[src/rtl/mem_arb_pkg.sv]
// Shared types and constants for the memory arbiter.
//   state_e      : command-slot state (IDLE / ISSUE)
//   owner_e      : which requester owns the issued command
//   IO_SPACE_TOP : top two address bits that select I/O space
//   DEF_STARVE_LIMIT : default bound on consecutive contended CPU wins
package mem_arb_pkg;
  typedef enum logic {IDLE, ISSUE} state_e;
  typedef enum logic {OWN_CPU, OWN_DEV} owner_e;
  localparam logic [1:0] IO_SPACE_TOP     = 2'b11;
  localparam int         DEF_STARVE_LIMIT = 4;
endpackage

[src/rtl/mem_arb_picker.sv]
// Winner select with bounded device starvation.
//   clk, rst            : clock, async active-low reset
//   cpu_req, dev_req    : live requests for this cycle
//   cpu_win, dev_win    : combinational winner (at most one high)
// CPU wins contention until it has won STARVE_LIMIT contended cycles in a
// row; the device then gets exactly one forced win.
module mem_arb_picker
  import mem_arb_pkg::*;
#(
  parameter int STARVE_LIMIT = DEF_STARVE_LIMIT
) (
  input  logic clk,
  input  logic rst,
  input  logic cpu_req,
  input  logic dev_req,
  output logic cpu_win,
  output logic dev_win
);
  localparam logic [3:0] LIM = 4'(STARVE_LIMIT);

  logic [3:0] streak;

  always_comb begin
    cpu_win = cpu_req && !(dev_req && (streak == LIM));
    dev_win = dev_req && !cpu_win;
  end

  // A CPU win with the device waiting can only happen below LIM, so the
  // counter saturates naturally; the extra guard keeps it safe regardless.
  always_ff @(posedge clk or negedge rst) begin
    if (!rst)                        streak <= '0;
    else if (!dev_req || dev_win)    streak <= '0;
    else if (cpu_win && streak != LIM) streak <= streak + 4'd1;
  end
endmodule

[src/rtl/mem_arbiter.sv]
// Two-requester arbiter in front of a single-port memory.
//   clk, rst                     : clock, async active-low reset
//   cpu_* / dev_*                : req/we/adr/wdata in, gnt/rvalid/rdata out
//   mem_re, mem_we, mem_adr,
//   mem_wdata, mem_rdata         : memory command port (rdata valid before
//                                  the rising edge ending the issue cycle)
//   io_sel, io_we, io_adr,
//   io_wdata, io_rdata           : I/O window port
// Build option MEM_ARB_IO_DECODE_EN: commands whose top address bits equal
// IO_SPACE_TOP go to io_* instead of mem_*. Without it, io_* are tied 0.
// A request sampled at edge N issues (gnt + strobe) in cycle N+1; read data
// is captured at the end of that cycle and returned with rvalid in N+2.
module mem_arbiter
  import mem_arb_pkg::*;
#(
  parameter int ADDR_W       = 16,
  parameter int DATA_W       = 16,
  parameter int STARVE_LIMIT = DEF_STARVE_LIMIT
) (
  input  logic              clk,
  input  logic              rst,
  input  logic              cpu_req,
  input  logic              cpu_we,
  input  logic [ADDR_W-1:0] cpu_adr,
  input  logic [DATA_W-1:0] cpu_wdata,
  output logic              cpu_gnt,
  output logic              cpu_rvalid,
  output logic [DATA_W-1:0] cpu_rdata,
  input  logic              dev_req,
  input  logic              dev_we,
  input  logic [ADDR_W-1:0] dev_adr,
  input  logic [DATA_W-1:0] dev_wdata,
  output logic              dev_gnt,
  output logic              dev_rvalid,
  output logic [DATA_W-1:0] dev_rdata,
  output logic              mem_re,
  output logic              mem_we,
  output logic [ADDR_W-1:0] mem_adr,
  output logic [DATA_W-1:0] mem_wdata,
  input  logic [DATA_W-1:0] mem_rdata,
  output logic              io_sel,
  output logic              io_we,
  output logic [ADDR_W-1:0] io_adr,
  output logic [DATA_W-1:0] io_wdata,
  input  logic [DATA_W-1:0] io_rdata
);
  typedef struct packed {
    owner_e            owner;
    logic              we;
    logic [ADDR_W-1:0] adr;
    logic [DATA_W-1:0] wdata;
  } cmd_t;

  state_e state_q, state_d;
  cmd_t   cmd_q, cmd_d;
  logic   cpu_win, dev_win;
  logic   is_io, issue, rd_done;
  logic [DATA_W-1:0] rd_src;

  mem_arb_picker #(.STARVE_LIMIT(STARVE_LIMIT)) u_picker (
    .clk     (clk),
    .rst     (rst),
    .cpu_req (cpu_req),
    .dev_req (dev_req),
    .cpu_win (cpu_win),
    .dev_win (dev_win)
  );

  // Next state / command select. A new winner can be loaded on the same edge
  // that retires the current command, giving one access per cycle.
  always_comb begin
    state_d = IDLE;
    cmd_d   = cmd_q;
    if (cpu_win) begin
      state_d = ISSUE;
      cmd_d   = '{owner: OWN_CPU, we: cpu_we, adr: cpu_adr, wdata: cpu_wdata};
    end else if (dev_win) begin
      state_d = ISSUE;
      cmd_d   = '{owner: OWN_DEV, we: dev_we, adr: dev_adr, wdata: dev_wdata};
    end
  end

  always_ff @(posedge clk or negedge rst) begin
    if (!rst) begin
      state_q <= IDLE;
      cmd_q   <= '0;
    end else begin
      state_q <= state_d;
      cmd_q   <= cmd_d;
    end
  end

  assign issue   = (state_q == ISSUE);
  assign rd_done = issue && !cmd_q.we;
  assign cpu_gnt = issue && (cmd_q.owner == OWN_CPU);
  assign dev_gnt = issue && (cmd_q.owner == OWN_DEV);

`ifdef MEM_ARB_IO_DECODE_EN
  assign is_io     = (cmd_q.adr[ADDR_W-1 -: 2] == IO_SPACE_TOP);
  assign rd_src    = is_io ? io_rdata : mem_rdata;
  assign io_sel    = issue && is_io;
  assign io_we     = issue && is_io && cmd_q.we;
  assign io_adr    = is_io ? cmd_q.adr   : '0;
  assign io_wdata  = is_io ? cmd_q.wdata : '0;
  assign mem_adr   = is_io ? '0 : cmd_q.adr;
  assign mem_wdata = is_io ? '0 : cmd_q.wdata;
`else
  logic unused_io;
  assign unused_io = ^io_rdata;
  assign is_io     = 1'b0;
  assign rd_src    = mem_rdata;
  assign io_sel    = 1'b0;
  assign io_we     = 1'b0;
  assign io_adr    = '0;
  assign io_wdata  = '0;
  assign mem_adr   = cmd_q.adr;
  assign mem_wdata = cmd_q.wdata;
`endif

  assign mem_re = issue && !is_io && !cmd_q.we;
  assign mem_we = issue && !is_io &&  cmd_q.we;

  // Read return: capture at the end of the issue cycle, strobe the owner
  // only. rdata registers hold between strobes.
  always_ff @(posedge clk or negedge rst) begin
    if (!rst) begin
      cpu_rvalid <= 1'b0;
      dev_rvalid <= 1'b0;
      cpu_rdata  <= '0;
      dev_rdata  <= '0;
    end else begin
      cpu_rvalid <= rd_done && (cmd_q.owner == OWN_CPU);
      dev_rvalid <= rd_done && (cmd_q.owner == OWN_DEV);
      if (rd_done && cmd_q.owner == OWN_CPU) cpu_rdata <= rd_src;
      if (rd_done && cmd_q.owner == OWN_DEV) dev_rdata <= rd_src;
    end
  end
endmodule

[config.mk]
export PLATFORM = sky130hd
export DESIGN_NAME = mem_arbiter
export DESIGN_NICKNAME = d
export VERILOG_FILES = /design/src/rtl/mem_arb_pkg.sv /design/src/rtl/mem_arb_picker.sv /design/src/rtl/mem_arbiter.sv
export SDC_FILE = /design/constraint.sdc
export NUM_CORES = 1
export LEC_CHECK = 0
export ABC_CLOCK_PERIOD_IN_PS = 2600
export CORE_ASPECT_RATIO = 0.8
export CORE_MARGIN = 8
export CORE_UTILIZATION = 40
export CTS_BUF_LIST = sky130_fd_sc_hd__clkbuf_16
export CTS_CLUSTER_DIAMETER = 80
export DETAILED_ROUTE_END_ITERATION = 7
export PLACE_DENSITY = 0.94
export SYNTH_ARGS = -nofsm -noshare
export SYNTH_HDL_FRONTEND = slang
export SYNTH_SLANG_ARGS = --single-unit
[constraint.sdc]
create_clock -name clk -period 2.6 [get_ports clk]
set_input_delay 0.39 -clock clk [delete_from_list [all_inputs] [get_ports clk]]
set_output_delay 0.39 -clock clk [all_outputs]
set_load 0.005 [all_outputs]
==> run_results.csv <==
group,metric,value,unit
critical_path,cp-end-kind,"output pin",
timing,setup_ws,0.727,ns
placement,place_inst,535,
placement,pre_cts_ws,0.816,ns
global_route,track_usage,16.2,%
finish,drive_gt1_share,13.3,%
global_route,grt_pass1_vias,2924,
global_route,grt_pass1_wl,15600,um
hold_path,hp-class,"input pin to async pin",
yosys,synth.mux.area_fraction,19.6,%
timing,tightest_slew,0.919,ns
timing,slew_headroom,38.7,%
outcome,status,"finished, final reports clean",
yosys,synth_fa_ha_area_share,0.678,%
pwr,peakVddDrop,0.519,mV
timing,slew_viol_final,0,
clock_network,htreeDepth,3,
placement,gp_congestion,0.745,
yosys,ys_seq_area_share,49.5,%
finish,nets,535,
clock_network,clock-sinks,73,
yosys,synth_area_per_cell,11.8,um^2
timing,final-hold-violation-count,0,
yosys,synth-xor-area-share,0.475,%
yosys,synthCells,313,
yosys,synth-simple-area-share,7.90,%
finish,num_antenna_cells,0,
floorplanning,dieHeight,102,um
detailed_routing,vias,2615,
global_route,grt_max_degree,74,
timing,min_period,1.87,ns
detailed_routing,drcViolationCount,0,
clock_network,cts_tree,"done",
pwr,p_per_area,661,nW/um^2
critical_path,critPathLaunchType,"flop",
clock_network,ctsHoldBuffers,0,
finish,area_delta_synth_final,41.3,%
floorplanning,die-area,12600,um^2
floorplanning,num_rows,31,
placement,place_hpwl,7680,um
critical_path,worst_ep_required_time,2.21,ns
yosys,yosysWarnings,0,
clock_network,ctsResizeCount,0,
detailed_routing,firstDrtPassIters,4,
clock_network,clockBufferDepth,2,
critical_path,crit_fanout,3,
yosys,synth_compound_area_share,4.47,%
timing,min_period_over_period,72.0,%
yosys,synth_top_family_by_area,"multiplexers",
timing,rsz0062_at_grt,"no",
timing,setup_viol_count_final,0,
critical_path,arrival,1.48,ns
floorplanning,pin_count,206,
clock_network,clock_latency,0.33,ns
yosys,syn_area,3690,um^2
yosys,synth-seq-cells,73,
detailed_routing,antenna_left,0,
finish,finalNonFillerCells,551,
detailed_routing,via_per_inst,4.75,
timing,max_freq,534,MHz
global_route,overflow,0,
floorplanning,fp.coreArea,9000,um^2
timing,skew,0.00368,ns
finish,num-fill-cells,770,
placement,io_buffers,155,
timing,timing.setup.tns,0,ns
detailed_routing,wl_per_cell,18.4,um
clock_network,numCtsBuffers,9,
yosys,synth_cell_type_count,25,
detailed_routing,drt_iter0_drc,97,
floorplanning,die_w,123,um
global_route,antenna_found_initial,0,
critical_path,reg2reg_slack,0.89,ns
clock_network,clockRootBuffer,"clkbuf_16",
run,maxCapViolCount,0,
critical_path,worst-setup-path-type,"flop to output pin",
floorplanning,start_util,41.0,%
pwr,p_leak,2.34,nW
clock_network,cts.clk_slew.worst_paths,0.06,ns
clock_network,post-cts-setup-buffer-count,0,
detailed_routing,drt_wl_total,10200,um
[registers in the layout, summed over array words and instances (netlist names)]
name,count
dev_rdata,16
cpu_rdata,16
cpu_rvalid,1
cmd_q,2
mem_adr,16
dev_rvalid,1
u_picker.streak,4
issue,1
mem_wdata,16
[stage by stage]
step / total power [mW] / hold slack, ns / util (%) / cell area (um^2)
floorplan: 1.80 / 0.0944 / - / 3810
global placement: 2.23 / 0.488 / 54.7 / 4920
detailed placement: 2.27 / 0.494 / 54.7 / 4920
CTS: 3.50 / 0.232 / 58.0 / 5220
global route: 3.62 / 0.278 / 58.0 / 5220
finish: 3.45 / 0.208 / 58.0 / 5220
[critical path, cell delays in order (launching register included)]
cell and delay, ns:
dfrtp_1 0.43, nor2b_4 0.17, clkdlybuf4s50_1 0.56
[Yosys cell counts, drive strengths merged]
library cell  count  area [um^2]
xnor2             1         8.76
buf              76          592
nand3            34          170
mux2i            33          330
xor2              1         8.76
o21ai            33          165
and3              4         25.0
nor2b             3         33.8
ha                2         25.0
mux2             32          394
dfrtp            73         1830
conb              1         3.75
clkbuf            9         33.8
or2               1         6.26
and2              3         18.8
nor2              2         7.51
nand4b            1         23.8
inv               3         11.3
nand2             1         6.26
[cell usage in the layout (no fill, tap or decap), types with 3 or more instances in the layout]
| cell type | instances |
|---|---|
| conb_1 | 34 |
| o21ai_0 | 14 |
| and2_1 | 3 |
| inv_1 | 3 |
| o21ai_1 | 19 |
| and3_1 | 4 |
| mux2i_1 | 33 |
| mux2_4 | 9 |
| mux2_2 | 23 |
| dfrtp_1 | 73 |
| clkinvlp_4 | 3 |
| clkdlybuf4s50_1 | 153 |
| buf_4 | 4 |
| nand3_1 | 34 |
| clkbuf_16 | 9 |
[cells by family after synthesis]
family	Yosys count
DFF	73
muxes	65
adders and majority gates	2
AOI/OAI and AO/OA	33
buffers and inverters	88
xor gates and xnor gates	2
other	1
and+or+nand+nor	49
[layout make-up]
| type | instances | area [um^2] | share of cell area (%) |
|---|---|---|---|
| Clock buffer | 9 | 225 | 4.32 |
| Clock inverter | 7 | 70.1 | 1.34 |
| Inverter | 3 | 11.3 | 0.216 |
| Timing Repair Buffer | 159 | 1590 | 30.4 |
| Sequential cell | 73 | 1830 | 35.0 |
| Tap cell | 115 | 144 | 2.76 |
| Multi-Input combinational cell | 185 | 1350 | 25.9 |
[final timing paths]
kind,start,endpoint,depth (start not counted)
setup / recovery,cmd_q[32]$_DFFE_PN0P_,mem_re,2
hold reg to reg,dev_rdata[8]$_DFFE_PN0P_,dev_rdata[8]$_DFFE_PN0P_,1
setup reg to reg,cmd_q[32]$_DFFE_PN0P_,cpu_rdata[5]$_DFFE_PN0P_,3
max in group asynchronous,rst,dev_rdata[11]$_DFFE_PN0P_,1
hold / removal,rst,cpu_rdata[9]$_DFFE_PN0P_,1
min in group clk,dev_rdata[8]$_DFFE_PN0P_,dev_rdata[8]$_DFFE_PN0P_,1
[per-layer routing]
layer  GRT usage, %  vias up  wire [um]
met2           28.7      113       5380
met5              0        -          0
li1               -     1205          -
met3           5.91       13        882
met4           6.00        0        193
met1           17.3     1284       3700
[power breakdown]
group / switching, mW / leakage (nW) / total (mW) / internal [mW]
Clock: 0.471 / 0.135 / 1.21 / 0.740
Sequential: 0.0954 / 0.876 / 1.40 / 1.30
Combinational: 0.281 / 1.33 / 0.838 / 0.557
Total: 0.848 / 2.34 / 3.45 / 2.60
(Power assumes the default switching activity.)
